## config.mk

```make
export PLATFORM = sky130hd
export DESIGN_NAME = lr_d_sequencer
export DESIGN_NICKNAME = d
export VERILOG_FILES = /design/src/rtl/lr_d_sequencer_pkg.sv /design/src/rtl/lr_d_skew_line.sv /design/src/rtl/lr_d_sequencer.sv
export SDC_FILE = /design/constraint.sdc
export NUM_CORES = 1
export LEC_CHECK = 0
export BUFFER_PORTS_ARGS = -buffer_cell sky130_fd_sc_hd__buf_2
export CORE_UTILIZATION = 45
export DETAILED_ROUTE_END_ITERATION = 8
export PLACE_DENSITY = 0.74
export SYNTH_ARGS = -nofsm -noshare
export SYNTH_HDL_FRONTEND = slang
export SYNTH_SLANG_ARGS = --single-unit
```

## constraint.sdc

```tcl
create_clock -name clk -period 3.68 [get_ports clk]
set_input_delay 0.184 -clock clk [delete_from_list [all_inputs] [get_ports clk]]
set_output_delay 0.184 -clock clk [all_outputs]
set_load 0.05 [all_outputs]
```

## src/rtl/lr_d_sequencer_pkg.sv

```systemverilog
// Shared types and widths for the leaky-ReLU-derivative row sequencer.
package lr_d_sequencer_pkg;

  localparam int unsigned DATA_W = 16;

  typedef enum logic [1:0] {
    IDLE  = 2'd0,
    ISSUE = 2'd1,
    DRAIN = 2'd2,
    DONE  = 2'd3
  } state_e;

endpackage

```

## src/rtl/lr_d_skew_line.sv

```systemverilog
// Fixed-depth delay for one column's valid/gradient/H triple (DEPTH >= 1).
module lr_d_skew_line
  import lr_d_sequencer_pkg::*;
#(
  parameter int unsigned DEPTH = 1,
  parameter int unsigned W     = DATA_W
) (
  input  logic         clk,
  input  logic         rst,
  input  logic         i_vld,
  input  logic [W-1:0] i_g,
  input  logic [W-1:0] i_h,
  output logic         o_vld,
  output logic [W-1:0] o_g,
  output logic [W-1:0] o_h
);

  logic [DEPTH-1:0]        r_vld;
  logic [DEPTH-1:0][W-1:0] r_g;
  logic [DEPTH-1:0][W-1:0] r_h;

  always_ff @(posedge clk or posedge rst) begin
    if (rst) begin
      r_vld <= '0;
      r_g   <= '0;
      r_h   <= '0;
    end else begin
      r_vld[0] <= i_vld;
      r_g[0]   <= i_g;
      r_h[0]   <= i_h;
      for (int k = 1; k < int'(DEPTH); k++) begin
        r_vld[k] <= r_vld[k-1];
        r_g[k]   <= r_g[k-1];
        r_h[k]   <= r_h[k-1];
      end
    end
  end

  assign o_vld = r_vld[DEPTH-1];
  assign o_g   = r_g[DEPTH-1];
  assign o_h   = r_h[DEPTH-1];

endmodule

```

## src/rtl/lr_d_sequencer.sv

```systemverilog
// Streams buffer rows into the leaky-ReLU-derivative datapath with a diagonal
// column skew and writes each column's results back to a linear buffer region.
module lr_d_sequencer
  import lr_d_sequencer_pkg::*;
#(
  parameter int unsigned N         = 2,
  parameter int unsigned ADDR_W    = 8,
  parameter int unsigned CHILD_LAT = 1
) (
  input  logic                            clk,
  input  logic                            rst,
  input  logic                            start,
  input  logic [ADDR_W-1:0]               cfg_rows,
  input  logic [ADDR_W-1:0]               cfg_base_g,
  input  logic [ADDR_W-1:0]               cfg_base_h,
  input  logic [ADDR_W-1:0]               cfg_base_wr,
  input  logic signed [DATA_W-1:0]        cfg_leak,
  input  logic                            pause,
  output logic                            busy,
  output logic                            done,
  output logic                            rd_en,
  output logic [ADDR_W-1:0]               rd_addr_g,
  output logic [ADDR_W-1:0]               rd_addr_h,
  input  logic [N-1:0][DATA_W-1:0]        rd_data_g,
  input  logic [N-1:0][DATA_W-1:0]        rd_data_h,
  output logic [N-1:0]                    lr_d_valid_in,
  output logic [N-1:0][DATA_W-1:0]        lr_d_data_in,
  output logic [N-1:0][DATA_W-1:0]        lr_d_H_in,
  output logic signed [DATA_W-1:0]        lr_leak_factor_out,
  input  logic [N-1:0]                    lr_d_valid_out,
  input  logic [N-1:0][DATA_W-1:0]        lr_d_data_out,
  output logic [N-1:0]                    wr_en,
  output logic [N-1:0][ADDR_W-1:0]        wr_addr,
  output logic [N-1:0][DATA_W-1:0]        wr_data
);

  if (CHILD_LAT < 1) begin : g_lat_chk
    $error("lr_d_sequencer: CHILD_LAT must be at least 1");
  end

  state_e                   r_state;
  state_e                   w_state_nxt;
  logic [ADDR_W-1:0]        r_rows;
  logic [ADDR_W-1:0]        r_base_g;
  logic [ADDR_W-1:0]        r_base_h;
  logic [ADDR_W-1:0]        r_base_wr;
  logic signed [DATA_W-1:0] r_leak;
  logic [ADDR_W-1:0]        r_row;
  logic                     r_rd_vld;
  logic [N-1:0][ADDR_W-1:0] r_wcnt;

  logic                     w_accept;
  logic                     w_issue;
  logic                     w_last_row;
  logic                     w_active;
  logic                     w_all_written;
  logic [N-1:0]             w_wr_en;
  logic [N-1:0][DATA_W-1:0] w_col_g;
  logic [N-1:0][DATA_W-1:0] w_col_h;

  // Next state and output decode; completion counts this cycle's writes so
  // done follows the final write-back by exactly one cycle.
  always_comb begin
    w_state_nxt   = r_state;
    w_accept      = (r_state == IDLE) && start;
    w_issue       = (r_state == ISSUE) && !pause;
    w_last_row    = (r_row == ADDR_W'(r_rows - ADDR_W'(1)));
    w_active      = (r_state == ISSUE) || (r_state == DRAIN);
    w_wr_en       = lr_d_valid_out & {N{w_active}};
    w_all_written = 1'b1;
    for (int i = 0; i < int'(N); i++) begin
      if (ADDR_W'(r_wcnt[i] + ADDR_W'(w_wr_en[i])) != r_rows) begin
        w_all_written = 1'b0;
      end
    end

    busy      = w_active;
    done      = (r_state == DONE);
    rd_en     = w_issue;
    rd_addr_g = w_issue ? ADDR_W'(r_base_g + r_row) : '0;
    rd_addr_h = w_issue ? ADDR_W'(r_base_h + r_row) : '0;
    wr_en     = w_wr_en;
    wr_addr   = '0;
    wr_data   = '0;
    for (int i = 0; i < int'(N); i++) begin
      if (w_wr_en[i]) begin
        wr_addr[i] = ADDR_W'(r_base_wr + r_wcnt[i]);
        wr_data[i] = lr_d_data_out[i];
      end
    end

    case (r_state)
      IDLE:    if (start) w_state_nxt = (cfg_rows == '0) ? DONE : ISSUE;
      ISSUE:   if (w_issue && w_last_row) w_state_nxt = DRAIN;
      DRAIN:   if (w_all_written) w_state_nxt = DONE;
      DONE:    w_state_nxt = IDLE;
      default: w_state_nxt = IDLE;
    endcase
  end

  always_ff @(posedge clk or posedge rst) begin
    if (rst) begin
      r_state   <= IDLE;
      r_rows    <= '0;
      r_base_g  <= '0;
      r_base_h  <= '0;
      r_base_wr <= '0;
      r_leak    <= '0;
      r_row     <= '0;
      r_rd_vld  <= 1'b0;
      r_wcnt    <= '0;
    end else begin
      r_state  <= w_state_nxt;
      r_rd_vld <= w_issue;
      if (w_accept) begin
        r_rows    <= cfg_rows;
        r_base_g  <= cfg_base_g;
        r_base_h  <= cfg_base_h;
        r_base_wr <= cfg_base_wr;
        r_leak    <= cfg_leak;
        r_row     <= '0;
        r_wcnt    <= '0;
      end else begin
        if (w_issue) r_row <= ADDR_W'(r_row + ADDR_W'(1));
        for (int i = 0; i < int'(N); i++) begin
          if (w_wr_en[i]) r_wcnt[i] <= ADDR_W'(r_wcnt[i] + ADDR_W'(1));
        end
      end
    end
  end

  // Returned row data is zeroed when no read was issued the cycle before.
  always_comb begin
    w_col_g = '0;
    w_col_h = '0;
    for (int i = 0; i < int'(N); i++) begin
      if (r_rd_vld) begin
        w_col_g[i] = rd_data_g[i];
        w_col_h[i] = rd_data_h[i];
      end
    end
  end

  assign lr_d_valid_in[0]   = r_rd_vld;
  assign lr_d_data_in[0]    = w_col_g[0];
  assign lr_d_H_in[0]       = w_col_h[0];
  assign lr_leak_factor_out = r_leak;

  for (genvar i = 1; i < int'(N); i++) begin : g_skew
    lr_d_skew_line #(
      .DEPTH(i),
      .W    (DATA_W)
    ) u_skew (
      .clk  (clk),
      .rst  (rst),
      .i_vld(r_rd_vld),
      .i_g  (w_col_g[i]),
      .i_h  (w_col_h[i]),
      .o_vld(lr_d_valid_in[i]),
      .o_g  (lr_d_data_in[i]),
      .o_h  (lr_d_H_in[i])
    );
  end

endmodule

```

**Word level (Yosys, flattened, before mapping)**

Index checks and enable logic that the tools add are counted.

- Bits in registers: 108
- Bits in latches: 0
- Bits in writable memories: 0
- Memory bits (read-only): 0
- Bits of input ports: 150
- Output and inout bits: 151
- Logic and storage cells: 66
- Memories: 0

- Add/subtract/negate cells: 10
- Multipliers: 0
- Div/mod/pow operators: 0
- Magnitude comparators: 0
- Eq/ne operators: 9
- Shift-type cells: 0
- Muxes and demuxes: 22
- Bitwise operators: 1
- Reduce and logical (&&, ||, !) cells: 11

Operators with widths:

| kind | count |
|---|---|
| 16-bit two-way mux | 7 |
| 8-bit two-way mux | 8 |
| 8-bit adder | 4 |
| 8-bit by 1-bit adder with 8-bit output, second input constant | 3 |
| 8-bit by 1-bit adder with 8-bit output | 2 |
| 8-bit inequality test | 2 |
| 8-bit == test | 1 |
| 8-bit zero test | 1 |
| 2-bit two-way mux | 4 |
| 2-bit case mux with 4 select lines | 1 |
| 8-bit by 1-bit subtractor with 8-bit output, second input constant | 1 |
| 2-bit nonzero test | 3 |
| 2-bit == test, second input constant | 2 |
| 2-bit inequality test, second input constant | 2 |
| 1-bit logical AND | 3 |
| 3-bit AND reduction | 1 |
| 2-bit bitwise AND | 1 |
| 2-bit by 1-bit == test with 1-bit output, second input constant | 1 |
| 2-bit zero test | 1 |
| 1-bit two-way mux | 2 |
| 2-bit by 1-bit inequality test with 1-bit output, second input constant | 1 |
| 1-bit zero test | 1 |
| 1-bit logical OR | 1 |

**Depth between registers and ports, before layout**

- Word-level depth: 9
- Mapped depth: 14
- Depth with buffers taken out: 13

**Modules after synthesis**

From an unflattened synthesis, not the netlist that was laid out.

- Cells, all modules: 663
- Area, all modules: 6633.9 µm²

Modules (own cells, without submodules):

| module | instances | cells each | area an instance (µm²) | sequential area each (µm²) |
|---|---|---|---|---|
| lr_d_sequencer | 1 | 629 | 5804.3 | 1876.8 |
| lr_d_skew_line | 1 | 34 | 829.5 | 825.8 |

**Worst setup path before layout**

Ideal clock, no wire load.

- Path kind: reg-to-reg
- From: register r_state[0]
- To: register r_state[1]
- Library setup time: 79 ps
- Arrival: 4072 ps
- Data required time: 3601 ps
- Setup slack: -471 ps
- Stages on the path, launching flop included: 14
- Path buffers: 1
- Period minus slack after synthesis: 4151 ps
- Cell sequence: dfrtp_1 -> inv_1 -> ha_1 -> clkbuf_1 -> nand2_1 -> clkinv_1 -> ha_1 -> ha_1 -> or3_4 -> a221oi_2 -> o2111ai_1 -> or4_1 -> a21oi_2 -> mux2i_1

- Cells in the longest elaborated chain, start to end: 9
- Elaborated cells on any way between the ends: 19
- Those cells by class: add/sub: 2; eq/ne: 8; mux: 3; bitwise: 1; reduce/logical: 5

RTL lines:

| what | line | RTL |
|---|---|---|
| from (decl) | lr_d_sequencer.sv:41 | `state_e r_state;` |
| from (signal assigned) | lr_d_sequencer.sv:113 | `r_state <= w_state_nxt;` |
| 2-bit by 1-bit == test with 1-bit output / 2-bit == test (equally long branches) | lr_d_sequencer.sv:68 | `w_active = (r_state == ISSUE) \|\| (r_state == DRAIN);` |
| 1-bit logical OR * | lr_d_sequencer.sv:68 |  |
| net busy | lr_d_sequencer.sv:19 | `output logic busy,` |
| 2-bit bitwise AND * | lr_d_sequencer.sv:69 | `w_wr_en = lr_d_valid_out & {N{w_active}};` |
| net wr_en[0] | lr_d_sequencer.sv:32 | `output logic [N-1:0] wr_en,` |
| 8-bit by 1-bit adder with 8-bit output * | lr_d_sequencer.sv:72 | `if (ADDR_W'(r_wcnt[i] + ADDR_W'(w_wr_en[i])) != r_rows) begin` |
| 8-bit inequality test * | lr_d_sequencer.sv:72 |  |
| 1-bit two-way mux * (2 in series) | lr_d_sequencer.sv:72 |  |
| 2-bit inequality test (no source line) * | -- |  |
| 3-bit AND reduction (no source line) * | -- |  |

Mark *: on every way through the listed nets, which the timed path passes. The rest lies on a longest branch.
A chain may end at the register's enable or synchronous reset.

**Worst setup path in the final report**

- From: register r_state[1]
- To: register r_state[1]

- Cells in the longest elaborated chain, start to end: 9
- Elaborated cells on any way between the ends: 19
- Those cells by class: add/sub: 2; eq/ne: 8; mux: 3; bitwise: 1; reduce/logical: 5

RTL lines:

| what | line |
|---|---|
| 2-bit by 1-bit == test with 1-bit output / 2-bit == test (equally long branches) | lr_d_sequencer.sv:66, lr_d_sequencer.sv:68, lr_d_sequencer.sv:92 |
| 1-bit logical OR | lr_d_sequencer.sv:68 |
| 2-bit bitwise AND | lr_d_sequencer.sv:69 |
| 8-bit by 1-bit adder with 8-bit output | lr_d_sequencer.sv:72 |
| 8-bit inequality test | lr_d_sequencer.sv:72 |
| 1-bit two-way mux (2 in series) | lr_d_sequencer.sv:72 |
| 2-bit inequality test (no source line) | -- |
| 3-bit AND reduction (no source line) | -- |

Parallel ways exist; a longest one is shown, timed or not.

==> results.sh <==
export IMPL_outcome="finished, final reports clean"
export IMPL_dpl_instance_area_um2=8100
export IMPL_synth_cells=729
export IMPL_holdPathEnd="lr_leak_factor_out[13]$_DFFE_PP0P_"
export IMPL_antenna_found_initial=1
export IMPL_cp_top_family="simple AND/OR/NAND/NOR gates"
export IMPL_slew_headroom_pct=24.6
export IMPL_cts_buffer_depth=2
export IMPL_fin_cells=1204
export IMPL_cts_max_level=3
export IMPL_seq_area_frac_synth_pct=41.9
export IMPL_layout_drive_gt1_share_pct=33.1
export IMPL_crit_type="reg2reg"
export IMPL_cp_max_fo=20
export IMPL_hold_viol=0
export IMPL_grt_max_degree=57
export IMPL_min_from="cfg_leak[13]"
export IMPL_cap_violations=0
export IMPL_post_synth_cell_area_avg_um2=8.84
export IMPL_fillers=1254
export IMPL_layout_setup_ws_ns=0.212
export IMPL_initial_core_util_pct=46.3
export IMPL_die_y_um=122
export IMPL_leakage_nw=4.87
export IMPL_synthAdderAreaFrac_pct=9.20
export IMPL_drv_slew=0
export IMPL_dpl_hpwl_mm=14.0
export IMPL_hold_depth=3
export IMPL_firstDrtPassIters=5
export IMPL_hold_ws_ns=0.00831
export IMPL_synth_area_um2=6440
export IMPL_ant_nets=0
export IMPL_io_buffers=300
export IMPL_vias=6030
export IMPL_core_um2=13900
export IMPL_yosysUniqueCellTypes=46
export IMPL_routabilityCongestion=0.849
export IMPL_skew_ns=0.00582
export IMPL_dieArea_um2=14800
export IMPL_synthSimpleGateAreaFrac_pct=29.4
export IMPL_first_iter_violations=328
export IMPL_reg2reg_to="r_state[1]$_DFFE_PP0P_"
export IMPL_critPathLaunchType="flop"
export IMPL_power_frac_comb_pct=58.6
export IMPL_critPathMostFrequentCell="ha_4"
export IMPL_worst_slew_pin_slew_ns=1.13
export IMPL_wl_met1_mm=7.85
export IMPL_register_area_um2=2700
export IMPL_finalSetupViolCount=0
export IMPL_clk_pin_slew_ns=0.08
export IMPL_most_common_layout_cells="buf_2, nand2_1, dfrtp_1"
export IMPL_cp_cell_sequence="inv_1 -> ha_4 -> nand2_4 -> clkinvlp_4 -> ha_4 -> ha_1 -> or3_4 -> a221oi_2 -> o2111ai_1 -> or4_1 -> a21oi_2 -> mux2i_1"
export IMPL_synth_edf_count=0
export IMPL_crit_buf_inv=2
export IMPL_insertion_delay_ns=0.36
export IMPL_synthMuxAreaShare_pct=0.641
export IMPL_wl_met3_mm=1.20
export IMPL_endpoint_kind="flop"
export IMPL_setup_tns_ns=0
export IMPL_dp_cells=1179
export IMPL_dr_wl_met2_mm=9.23
export IMPL_cp_slowest_cell="or4_1"
export IMPL_arrival_ns=3.75
export IMPL_synth_compound_area_share_pct=6.58
export IMPL_vdd_drop_max_uv=430
export IMPL_rr_worst_depth=12
export IMPL_dp_slack_ns=0.103
export IMPL_cp_required_ns=3.97
export IMPL_power_frac_clock_pct=13.8
export IMPL_cts_buffers=9
export IMPL_grt_pass1_wl_mm=29.1
export IMPL_row_count=43
export IMPL_fin_area_um2=8490
export IMPL_groute_usage_overall_pct=25.6
export IMPL_cts_tree="done"
export IMPL_p_seq_share_pct=27.6
export IMPL_hold_path_class="in2reg"
export IMPL_fin_crit_sh_pct=94.2
export IMPL_synth_net_count=924
export IMPL_routed_via_density=5.01
export IMPL_period_needed_ns=3.47
export IMPL_root_buffer="clkbuf_16"
export IMPL_synthArstFlopShare_pct=100
export IMPL_yosys_warnings=0
export IMPL_powerDensity_nw_per_um2=844
export IMPL_grt_remaining_overflow=0
export IMPL_grt_pass1_vias=5736
export IMPL_routed_top_layer="met4"
export IMPL_nNetsFinal=1213
export IMPL_power_switching_mw=3.84
export IMPL_slowest_delay_ns=0.51
export IMPL_sw_frac_of_total_pct=53.5
export IMPL_r2r_slack_ns=0.21
export IMPL_layout_commonest_cell="buf_2"
export IMPL_syn2layout_area_growth_pct=31.7
export IMPL_synth_top_family_by_area="simple AND/OR/NAND/NOR gates"
export IMPL_crit_start="r_state[1]$_DFFE_PP0P_"
export IMPL_multiInputGateArea_um2=3550
export IMPL_num_io_pins=301
export IMPL_drcViolationCount=0
export IMPL_postLayoutCoreUtil_pct=60.9
export IMPL_clock_sinks=108
export IMPL_rsz0062_at_grt="no"
export IMPL_drt_wl_total_mm=18.6
export IMPL_ys_ff_latch=108
export IMPL_ys_flop_type="dfrtp_1"
export IMPL_reg2reg_from="r_state[1]$_DFFE_PP0P_"
export IMPL_p_total_mw=7.17
export IMPL_yosys_area_share_xor_xnor_pct=8.70
export IMPL_p_int_mw=3.33
export IMPL_die_w_um=122
export IMPL_max_freq_mhz=288
export IMPL_post_drt_wl_per_cell_um=15.4
cell usage after synthesis (13+ instances only):
| cell | n | area share (%) |
|---|---|---|
| dfrtp_1 | 108 | 42 |
| nand2_1 | 160 | 9.3 |
| o21ai_0 | 14 | 1.1 |
| nor2b_1 | 13 | 1.3 |
| and3_1 | 36 | 3.5 |
| a21o_1 | 14 | 1.6 |
| and2_1 | 69 | 6.7 |
| nor2_1 | 59 | 3.4 |
| xor2_1 | 29 | 3.9 |
| ha_1 | 41 | 8.0 |
| a21oi_1 | 19 | 1.5 |
| xnor2_1 | 35 | 4.8 |
| nor3_1 | 13 | 1.0 |
| clkbuf_1 | 28 | 1.6 |
| inv_1 | 14 | 0.82 |
layer usage:
layer	track usage [%]	up-vias
li1	-	2968
met1	31.2	2850
met2	43.8	191
met3	6.79	21
met4	8.26	0
met5	0	-
worst max-delay path by stage:
stage	depth (start not counted)	end	slack, ns
after CTS	12	r_state[1]$_DFFE_PP0P_	0.09
after global placement	12	r_state[1]$_DFFE_PP0P_	0.23
after floorplan	13	r_state[1]$_DFFE_PP0P_	0.02
after global routing	12	r_state[1]$_DFFE_PP0P_	0.05
final	12	r_state[1]$_DFFE_PP0P_	0.21
after detailed placement	12	r_state[1]$_DFFE_PP0P_	0.10
worst min-delay path, stage by stage:
cell     delay, ns
buf_2         0.07
nand2_1       0.04
nand2_1       0.04
sequential cells by signal (all words and copies together), names as in the netlist:
name	count
g_skew.u_skew.o_g	16
g_skew.u_skew.o_h	16
g_skew.u_skew.o_vld	1
lr_leak_factor_out	16
r_base_g	8
r_base_h	8
r_base_wr	8
r_rd_vld	1
r_row	8
r_rows	8
r_state	2
r_wcnt	16
area by class of cell:
cell class | instances | area share, %
multi-input cells | 568 | 41.8
flip-flops and latches | 108 | 31.8
repair buffers | 316 | 19.4
clock buffers | 10 | 2.82
well taps | 180 | 2.65
clock inverters | 6 | 0.752
inverters | 15 | 0.752
diodes | 1 | 0.0295
repair_timing:
| item | 4_1_cts | 5_1_grt |
|---|---|---|
| endpoints found under the hold margin | 60 | 0 |
| endpoints found under the setup margin | 0 | 2 |
| gates resized for setup | 0 | 1 |
| setup buffers | 0 | 1 |
| hold buffers | 7 | 0 |
power groups by stage:
stage          sequential [mW]  clock [mW]  combinational (mW)
6_report                  1.98       0.990                4.20
5_1_grt                   2.03        1.06                4.54
4_1_cts                   1.97        1.02                4.17
3_5_place_dp              1.98           0                4.14
3_3_place_gp              1.98           0                4.08
2_1_floorplan             2.29           0                2.91
cells by family (layout without fill, tap and decap cells):
logic type / count (synthesis) / after routing
adders and majority gates: 45 / 45
buffers and inverters: 53 / 347
and+or+nand+nor: 390 / 390
muxes: 4 / 4
xor gates and xnor gates: 64 / 64
DFF: 108 / 108
other: 0 / 1
AOI/OAI and AO/OA: 65 / 65
Power figures use the tool's default switching activity.
